## config.mk

```make
export PLATFORM = sky130hd
export DESIGN_NAME = dec_issue_ctrl
export DESIGN_NICKNAME = d
export VERILOG_FILES = /design/src/rtl/dec_issue_ctrl.sv
export SDC_FILE = /design/constraint.sdc
export NUM_CORES = 1
export LEC_CHECK = 0
export CAP_MARGIN = 20
export CORE_ASPECT_RATIO = 1.25
export CORE_MARGIN = 5
export CORE_UTILIZATION = 45
export CTS_BUF_LIST = sky130_fd_sc_hd__clkbuf_16
export CTS_CLUSTER_DIAMETER = 40
export DETAILED_ROUTE_END_ITERATION = 10
export PLACE_DENSITY = 0.7
export SYNTH_ARGS = -nofsm -noshare
export SYNTH_HDL_FRONTEND = slang
export SYNTH_SLANG_ARGS = --single-unit
```

## constraint.sdc

```tcl
create_clock -name clk_i -period 6.9 [get_ports clk_i]
set_input_delay 1.38 -clock clk_i [delete_from_list [all_inputs] [get_ports clk_i]]
set_output_delay 1.38 -clock clk_i [all_outputs]
set_load 0.02 [all_outputs]
```

## src/rtl/dec_issue_ctrl.sv

```systemverilog
// Issue controller: FIFO-buffers fetched words, issues them to the decoder and
// sequences flush / sleep / trap. Optional issue counter under DEC_ISSUE_PERF_EN.
module dec_issue_ctrl #(
  parameter int DEPTH       = 4,
  parameter int TRAP_CYCLES = 3
) (
  input  logic        clk_i,
  input  logic        rst_ni,
  input  logic        fetch_valid_i,
  input  logic [31:0] fetch_instr_i,
  output logic        fetch_ready_o,
  output logic [31:0] instr_rdata_o,
  output logic        instr_valid_o,
  input  logic        dec_ready_i,
  input  logic        irq_i,
  output logic        flush_o,
  output logic        sleep_o,
  output logic        exc_o,
  output logic [1:0]  exc_cause_o,
  output logic [15:0] issue_count_o
);

  localparam int AW = (DEPTH > 1) ? $clog2(DEPTH) : 1;
  localparam logic [3:0] TRAP_LOAD = 4'(TRAP_CYCLES - 1);

  localparam logic [31:0] WFI_W    = 32'h10500073;
  localparam logic [31:0] ECALL_W  = 32'h00000073;
  localparam logic [31:0] EBREAK_W = 32'h00100073;
  localparam logic [31:0] MRET_W   = 32'h30200073;
  localparam logic [31:0] DRET_W   = 32'h7B200073;

  typedef enum logic [1:0] {RUN, FLUSH, SLEEP, TRAP} state_e;

  state_e      state_q, state_d;
  logic [31:0] mem_q [DEPTH];
  logic [AW:0] wr_ptr_q, rd_ptr_q;
  logic [3:0]  trap_cnt_q, trap_cnt_d;
  logic        exc_q, exc_set;
  logic [1:0]  cause_q, cause_d;
  logic        clear, empty, full, push, issue;
  logic [31:0] head;

  function automatic logic is_legal(input logic [6:0] op);
    case (op)
      7'h03, 7'h0F, 7'h13, 7'h17, 7'h23, 7'h33,
      7'h37, 7'h63, 7'h67, 7'h6F, 7'h73: is_legal = 1'b1;
      default:                           is_legal = 1'b0;
    endcase
  endfunction

  function automatic logic is_redirect(input logic [31:0] w);
    is_redirect = (w[6:0] == 7'h63) || (w[6:0] == 7'h67) || (w[6:0] == 7'h6F) ||
                  (w == MRET_W) || (w == DRET_W);
  endfunction

  assign empty = (wr_ptr_q == rd_ptr_q);
  assign full  = (wr_ptr_q[AW-1:0] == rd_ptr_q[AW-1:0]) && (wr_ptr_q[AW] != rd_ptr_q[AW]);
  assign head  = mem_q[rd_ptr_q[AW-1:0]];

  assign fetch_ready_o = !full && (state_q == RUN);
  assign instr_valid_o = !empty && (state_q == RUN);
  assign instr_rdata_o = instr_valid_o ? head : 32'h0;
  assign push          = fetch_valid_i && fetch_ready_o;
  assign issue         = instr_valid_o && dec_ready_i;

  assign flush_o     = (state_q == FLUSH);
  assign sleep_o     = (state_q == SLEEP);
  assign exc_o       = exc_q;
  assign exc_cause_o = cause_q;

  // Next-state: control-flow decisions are taken on the word being issued
  always_comb begin
    state_d    = state_q;
    trap_cnt_d = trap_cnt_q;
    cause_d    = cause_q;
    exc_set    = 1'b0;
    clear      = 1'b0;
    case (state_q)
      RUN: begin
        if (issue) begin
          if (is_redirect(head)) begin
            state_d = FLUSH;
            clear   = 1'b1;
          end else if (head == WFI_W) begin
            state_d = SLEEP;
          end else if (head == ECALL_W || head == EBREAK_W || !is_legal(head[6:0])) begin
            state_d    = TRAP;
            clear      = 1'b1;
            exc_set    = 1'b1;
            trap_cnt_d = TRAP_LOAD;
            cause_d    = (head == ECALL_W)  ? 2'd1 :
                         (head == EBREAK_W) ? 2'd2 : 2'd0;
          end
        end
      end
      FLUSH: begin
        state_d = RUN;
        clear   = 1'b1;
      end
      SLEEP: begin
        if (irq_i) state_d = RUN;
      end
      TRAP: begin
        if (trap_cnt_q == 4'd0) state_d = RUN;
        else                    trap_cnt_d = trap_cnt_q - 4'd1;
      end
      default: state_d = RUN;
    endcase
  end

  // Control registers: state, pointers, trap counter, exception pulse
  always_ff @(posedge clk_i or negedge rst_ni) begin
    if (!rst_ni) begin
      state_q    <= RUN;
      wr_ptr_q   <= '0;
      rd_ptr_q   <= '0;
      trap_cnt_q <= 4'd0;
      exc_q      <= 1'b0;
      cause_q    <= 2'd0;
    end else begin
      state_q    <= state_d;
      trap_cnt_q <= trap_cnt_d;
      exc_q      <= exc_set;
      cause_q    <= cause_d;
      if (clear) begin
        wr_ptr_q <= '0;
        rd_ptr_q <= '0;
      end else begin
        if (push)  wr_ptr_q <= wr_ptr_q + 1'b1;
        if (issue) rd_ptr_q <= rd_ptr_q + 1'b1;
      end
    end
  end

  // FIFO storage carries no reset; pointers define what is valid
  always_ff @(posedge clk_i) begin
    if (push && !clear) mem_q[wr_ptr_q[AW-1:0]] <= fetch_instr_i;
  end

`ifdef DEC_ISSUE_PERF_EN
  logic [15:0] issue_cnt_q;
  always_ff @(posedge clk_i or negedge rst_ni) begin
    if (!rst_ni)    issue_cnt_q <= 16'h0;
    else if (issue) issue_cnt_q <= issue_cnt_q + 16'h1;
  end
  assign issue_count_o = issue_cnt_q;
`else
  assign issue_count_o = 16'h0;
`endif

endmodule

```

Word level (Yosys, flattened, before mapping)

Memories as Yosys holds them, arrays and structs flattened.
Cells that the tools add are included.

Bits of input ports: 37
Register bits after elaboration: 15
Output and inout port bits: 55
Memory bits (writable): 128
Memories kept: 1

Memories:

| memory | words | bits a word | rd ports | clocked after memory_dff | wr ports | RTL line | source |
|---|---|---|---|---|---|---|---|
| mem_q  | 4     | 32          | 1        | 0                        | 1        | 35       | `logic [31:0] mem_q [DEPTH];` |

$add $sub $neg: 3
Eq/ne operators: 30
Bitwise logic cells: 2
Multiplexer cells: 35
Reductions and logical operators: 25

Operator list:

| kind                                                  | number |
|---|---|
| equality test 32 x 21 -> 1 bit, second input constant | 1 |
| equality test 32 x 29 -> 1 bit, second input constant | 1 |
| equality test 32 x 30 -> 1 bit, second input constant | 1 |
| equality test 32 x 31 -> 1 bit, second input constant | 1 |
| equality test 32 x 7 -> 1 bit, second input constant  | 1 |
| two-way mux 32 bit                                    | 1 |
| equality test 7 bit, second input constant            | 4 |
| equality test 7 x 6 -> 1 bit, second input constant   | 3 |
| two-way mux 4 bit                                     | 5 |
| two-way mux 2 bit                                     | 8 |
| equality test 7 x 5 -> 1 bit, second input constant   | 2 |
| two-way mux 1 bit                                     | 14 |
| two-way mux 3 bit                                     | 4 |
| inequality test 2 bit, second input constant          | 6 |
| OR reduction 11 bit                                   | 1 |
| one-hot mux 2 bit (4 select lines)                    | 1 |
| one-hot mux 4 bit (2 select lines)                    | 1 |
| equality test 7 x 2 -> 1 bit, second input constant   | 1 |
| equality test 7 x 4 -> 1 bit, second input constant   | 1 |
| adder 3 x 1 -> 3 bit, second input constant           | 2 |
| logical AND 1 bit                                     | 6 |
| logical OR 1 bit                                      | 6 |
| AND reduction 6 bit                                   | 1 |
| nonzero test 2 bit                                    | 3 |
| other kinds (15)                                      | 20 |

Depth between registers and ports, before layout

An unclocked memory read counts as a cell.

Depth in word-level cells: 20
Gate-level depth with buffers: 11
Depth with buffers taken out: 8

Worst setup path after synthesis

Ideal clock, no wire load.

Path kind: register -> register
From: register rd_ptr_q[0]
To: memory mem_q[3][0] (enable)
Buffers on the path: 2
Stages on the path, launching flop included: 10
Period minus slack after synthesis: 4.037 ns
Setup time: 0.421 ns
Arrival: 3.616 ns
Slack: 2.863 ns
Required time: 6.479 ns
Cells stage by stage: dfrtp_1 buf_6 buf_12 mux4_1 nor2b_1 o21ai_0 a32oi_1 a211o_2 a21o_2 nor2_1

Longest elaborated chain between the ends: 19
Elaborated cells between the ends (all ways): 48
Those cells by class: eq/ne (18); mux (12); reduce/logical (17); memory (1)

Ends and longest elaborated chain:

| what                                        | RTL line | source |
|---|---|---|
| start, declared                             | 36       | `logic [AW:0] wr_ptr_q, rd_ptr_q;` |
| start signal, assigned                      | 130      | `if (issue) rd_ptr_q <= rd_ptr_q + 1'b1;` |
| memory read (4 x 32 bit)                    | n/a      |  |
| equality test 7 bit (tied with other cells) | 44, 52   |  |
| OR reduction 11 bit                         | 44       | `case (op)` |
| two-way mux 1 bit                           | 44       |  |
| two-way mux 1 bit                           | 84       | `end else if (head == WFI_W) begin` |
| two-way mux 1 bit                           | 81       | `if (is_redirect(head)) begin` |
| two-way mux 1 bit                           | 80       | `if (issue) begin` |
| two-way mux 1 bit                           | 78       | `case (state_q)` |
| (+3 left out)                               | n/a      |  |
| two-way mux 1 bit                           | 84       |  |
| two-way mux 1 bit                           | 81       |  |
| two-way mux 1 bit                           | 80       |  |
| one-hot mux 1 bit (2 select lines)          | 78       |  |
| logical NOT 1 bit                           | 137      | `if (push && !clear) mem_q[wr_ptr_q[AW-1:0]] <= fetch_instr_i;` |
| logical AND 1 bit *                         | 137      |  |
| two-way mux 1 bit *                         | 137      |  |
| two-way mux 1 bit (implied by the code) *   | 137      |  |
| end, declared                               | 35       |  |

Mark *: on every way between the ends. The rest lies on a longest branch, timed or not. The select of a mux whose other input is x is not followed.

Worst setup path after layout

From: register rd_ptr_q[1]
To: output instr_rdata_o[30]

Longest elaborated chain between the ends: 4
Elaborated cells between the ends (all ways): 5
Those cells by class: eq/ne (1); mux (1); reduce/logical (2); memory (1)

Ends and longest elaborated chain:

| what                 | RTL line | source |
|---|---|---|
| equality test 3 bit  | 56       | `assign empty = (wr_ptr_q == rd_ptr_q);` |
| logical NOT 1 bit    | 61       | `assign instr_valid_o = !empty && (state_q == RUN);` |
| logical AND 1 bit    | 61       |  |
| two-way mux 32 bit * | 62       | `assign instr_rdata_o = instr_valid_o ? head : 32'h0;` |
| end, declared        | 12       | `output logic [31:0] instr_rdata_o,` |

Mark *: on every way between the ends. The rest lies on a longest branch, timed or not.

==> Implementation_results.wiki <==
{| class="wikitable"
! Metric !! Value
|-
| Status || complete, no violations
|-
| Worst Hold Class || reg -> reg
|-
| First drt pass iteration count || 4
|-
| Final worst-path cycle share || 0.6261
|-
| Congestion Overflow GR || 0
|-
| Measured slew at the worst slew-check pin || 857.7 ps
|-
| Int Pwr || 0.002061 W
|-
| Max rail drop VDD || ~190 µV
|-
| Area added between synthesis and finish || 22.91%
|-
| Crit path required time || around 5500 ps
|-
| Mean Syn Cell Area || 17.21 µm²
|-
| Synthesized flop and latch total || 143
|-
| Number of global-route vias before repair || 3675
|-
| Initial antenna violation count || 0
|-
| Count of final max-slew check failures || 0
|-
| TritonCTS clock tree || done
|-
| Fraction of power spent switching nets || 0.3337
|-
| Unrepaired setup endpoints after global routing || false
|-
| Antenna Violating Nets Remaining || 0
|-
| Leakage power total || 2.570 nW
|-
| Cell taking the most area after synthesis || sky130_fd_sc_hd__edfxtp_1
|-
| Power density over the cells || 407.5 nW/µm²
|-
| Synth top area share || 0.6222
|-
| Net count, final || between 400 and 500
|-
| Maximum number of pins on one net before global-route repair || 37
|-
| Global-route wire length before repair || ~20000 µm
|-
| DRC violation count after routing || 0
|-
| Vias per cell || 5.358
|-
| Mapped Cells || around 360
|-
| Worst Path Arrival || 2940 ps
|-
| Global-route usage over all layers || 0.1594
|-
| Number of synthesized flops with an enable pin || 128
|-
| TritonCTS buffer count || 17
|-
| Crit end category || primary output
|-
| Final-layout fill cell count || about 1000
|-
| Sequential share of power || 0.375
|-
| Post-detailed-placement half-perimeter wirelength || 7842 µm
|-
| Yosys warnings || 0
|-
| Gp weighted congestion || approximately 0.75
|-
| Class of the most critical setup path || reg -> out
|-
| Detailed Route Iter0 Violations || 205
|-
| Die footprint || 16180 µm²
|-
| Critical-path cell with the highest stage delay || sky130_fd_sc_hd__dfrtp_2
|-
| Hold Path Sink || exc_cause_o[1]$_DFFE_PN0P_
|-
| Number of violations of the max-capacitance limit || 0
|-
| Clock latency of the later-clocked register in the worst-skew pair || ~400 ps
|-
| Boundary pin count || 92
|-
| Post-CTS setup repair buffer count || 0
|-
| Antenna fix cells || 0
|-
| Total Neg Setup Slack || 0 ps
|-
| Number of distinct standard cells referenced by the synthesized netlist || 54
|-
| Detailed-route wire length per cell || 19.56 µm
|-
| Async SR Flop Fraction || 0.1049
|-
| Portion of the post-synthesis area used by sequential elements || 0.6830
|-
| Cell chosen for the clock root || sky130_fd_sc_hd__clkbuf_16
|-
| Total via count after detailed routing || 3370
|-
| Setup Viol. Count Final || 0
|-
| Worst slew margin relative to its limit || 0.4282
|-
| Clock H-tree levels || 4
|-
| Number of rows created at floorplan || between 40 and 50
|-
| Fraction of layout instances using a drive strength above 1 || 0.1528
|-
| Share of power burned in the clock network || 0.256
|-
| Launching element type of the critical path || register
|-
| Crit path max fanout || 35
|-
| Hold buffers post-CTS || 0
|-
| Startpoint of the most critical register-to-register path || rd_ptr_q[0]$_DFFE_PN0P_
|-
| WL final || around 12000 µm
|-
| Count of input and output buffers || between 70 and 80
|-
| Chip width || 114.8 µm
|-
| Clock-pin slew on the worst setup and hold paths || 60 ps
|-
| Net switching power of the design || 0.001032 W
|-
| Cell depth of the worst flop-to-flop path || 9
|-
| Final Hold Vio Count || 0
|-
| Crit path cell chain || xnor2_1 > a31oi_2 > buf_4 > and2_1 > clkdlybuf4s50_1
|-
| Total power draw || 0.003094 W
|-
| Worst R2R Setup Slack || 2970 ps
|-
| Clk_skew || 6.927 ps
|-
| Number of instances resized during post-cts repair || 0
|-
| Clock net sink count || 143
|-
| Placeable core area || 13350 µm²
|-
| Top_reg_cell synth || sky130_fd_sc_hd__edfxtp_1
|-
| Number of cells on the worst hold path || 2
|-
| Max Freq || approximately 230 MHz
|-
| Hold Crit Start || exc_cause_o[1]$_DFFE_PN0P_
|-
| Post-synthesis instance area || 6177 µm²
|-
| Deepest clock path buffer count || 2
|-
| Height of the chip || 141.0 µm
|-
| Worst hold slack across all endpoints || around 470 ps
|-
| Endpoint of the worst-slack reg-to-reg timing path || mem_q[1][8]$_DFFE_PP_
|-
| Initial core utilization || 0.4627
|-
| Max incr delay on CP || 920 ps
|-
| Synth top area cells || sky130_fd_sc_hd__edfxtp_1, sky130_fd_sc_hd__mux4_1, sky130_fd_sc_hd__mux4_2
|-
| Final Critical Period || ~4300 ps
|-
| Part of the power in combinational logic || 0.369
|}
worst max-delay path by stage:
| stage | slack (ps) | cells past startpoint | endpoint | from |
|---|---|---|---|---|
| floorplan | 2860 | 9 | mem_q[3][0]$_DFFE_PP_ | rd_ptr_q[0]$_DFFE_PN0P_ |
| global placement | 2730 | 8 | mem_q[3][2]$_DFFE_PP_ | rd_ptr_q[0]$_DFFE_PN0P_ |
| detailed placement | 2670 | 8 | mem_q[2][2]$_DFFE_PP_ | rd_ptr_q[0]$_DFFE_PN0P_ |
| CTS | 2230 | 5 | instr_rdata_o[30] | rd_ptr_q[0]$_DFFE_PN0P_ |
| global route | 2390 | 5 | instr_rdata_o[5] | rd_ptr_q[1]$_DFFE_PN0P_ |
| finish | 2580 | 5 | instr_rdata_o[30] | rd_ptr_q[1]$_DFFE_PN0P_ |
power by group through the flow:
stage | Clock [W] | Sequential (W) | Combinational [W]
2_1_floorplan | 0 | 0.00115 | 0.000729
3_3_place_gp | 0 | 0.00119 | 0.00110
3_5_place_dp | 0 | 0.00120 | 0.00112
4_1_cts | 0.000807 | 0.00119 | 0.00112
5_1_grt | 0.000847 | 0.00117 | 0.00123
6_report | 0.000793 | 0.00116 | 0.00114
cells by family (layout without fill, tap and decap cells):
family                   Yosys count  count (layout)  synth area share
flip-flops                       143             143            0.6830
AND/OR/NAND/NOR                  112             112            0.1017
buffers and inverters             35             119           0.03686
multiplexers                      33              33            0.1274
AO/OA/AOI/OAI                     22              22           0.02775
adder cells (fa/ha/maj)            7               7           0.01418
XOR/XNOR                           6               6          0.008507
other                              1              16         0.0006071
final cells by class:
class | instances | area [µm²] | area share
Inverter | 6 | 22.52 | 0.002966
Clock inverter | 15 | 97.59 | 0.01285
Clock buffer | 17 | 425.4 | 0.05603
Tap cell | 171 | 214.0 | 0.02818
Multi-Input combinational cell | 196 | 1803 | 0.2375
Sequential cell | 143 | 4222 | 0.5560
Timing Repair Buffer | 81 | 808.3 | 0.1065
metal layers:
layer  share of wire  GRT usage  up-vias
met3           0.043    0.03643       10
met5               0          0        -
li1                -          -     1544
met1            0.41     0.1930     1718
met2            0.54     0.2824       98
met4           0.011    0.04883        0
registers in the layout (all words and copies together), names as in the netlist:
| register | cells |
|---|---|
| trap_cnt_q | 4 |
| exc_o | 1 |
| exc_cause_o | 2 |
| rd_ptr_q | 3 |
| wr_ptr_q | 3 |
| state_q | 2 |
| mem_q | 128 |
metrics by stage:
step / setup WS, ps / cells / util / area [µm²]
after global routing: 2391 / 629 / 0.5688 / 7592
after detailed placement: 2665 / 596 / 0.5281 / 7049
after CTS: 2233 / 628 / 0.5673 / 7572
final: 2580 / 629 / 0.5688 / 7592
after global placement: 2726 / 596 / 0.5281 / 7049
after floorplan: 2863 / 374 / - / 6233
synthesized netlist by cell type, types with 2 or more instances:
library cell / n
sky130_fd_sc_hd__nand2_1: 22
sky130_fd_sc_hd__inv_1: 6
sky130_fd_sc_hd__edfxtp_1: 128
sky130_fd_sc_hd__xor2_1: 2
sky130_fd_sc_hd__xnor2_1: 4
sky130_fd_sc_hd__nand3_1: 3
sky130_fd_sc_hd__o21ai_0: 5
sky130_fd_sc_hd__nor3_1: 6
sky130_fd_sc_hd__and2_1: 34
sky130_fd_sc_hd__ha_1: 7
sky130_fd_sc_hd__or3_1: 2
sky130_fd_sc_hd__nor4_1: 5
sky130_fd_sc_hd__nor2_1: 17
sky130_fd_sc_hd__buf_2: 4
sky130_fd_sc_hd__buf_6: 2
sky130_fd_sc_hd__buf_4: 16
sky130_fd_sc_hd__nand2b_1: 2
sky130_fd_sc_hd__nor2b_1: 5
sky130_fd_sc_hd__mux4_2: 17
sky130_fd_sc_hd__a21oi_1: 2
sky130_fd_sc_hd__clkbuf_1: 5
sky130_fd_sc_hd__dfrtp_1: 15
sky130_fd_sc_hd__mux4_1: 15
sky130_fd_sc_hd__nand4_1: 5
layout by cell type, fill, tap and decap left out, types with 3 or more instances in the layout:
master and n:
sky130_fd_sc_hd__nor4_1 5, sky130_fd_sc_hd__ha_1 7, sky130_fd_sc_hd__conb_1 16, sky130_fd_sc_hd__o21ai_0 5, sky130_fd_sc_hd__mux4_1 15, sky130_fd_sc_hd__clkbuf_16 17
sky130_fd_sc_hd__nor2b_1 5, sky130_fd_sc_hd__nand3_1 3, sky130_fd_sc_hd__buf_4 5, sky130_fd_sc_hd__edfxtp_1 128, sky130_fd_sc_hd__nor3_1 6, sky130_fd_sc_hd__nor2_1 13
sky130_fd_sc_hd__nor2_2 4, sky130_fd_sc_hd__nand2_1 22, sky130_fd_sc_hd__xnor2_1 4, sky130_fd_sc_hd__clkinv_1 4, sky130_fd_sc_hd__and2_1 34, sky130_fd_sc_hd__nand4_1 5
sky130_fd_sc_hd__mux4_2 17, sky130_fd_sc_hd__clkdlybuf4s50_1 75, sky130_fd_sc_hd__dfrtp_1 13, sky130_fd_sc_hd__inv_1 6, sky130_fd_sc_hd__clkinvlp_4 5
critical path, delay by kind of cell (launching register included):
kind,cells,cell delay (ps)
xor gates and xnor gates,1,200
and+or+nand+nor,1,210
buffers and inverters,2,960
DFF,1,920
AOI/OAI and AO/OA,1,240
No activity file was read; power rests on OpenSTA's default activity.
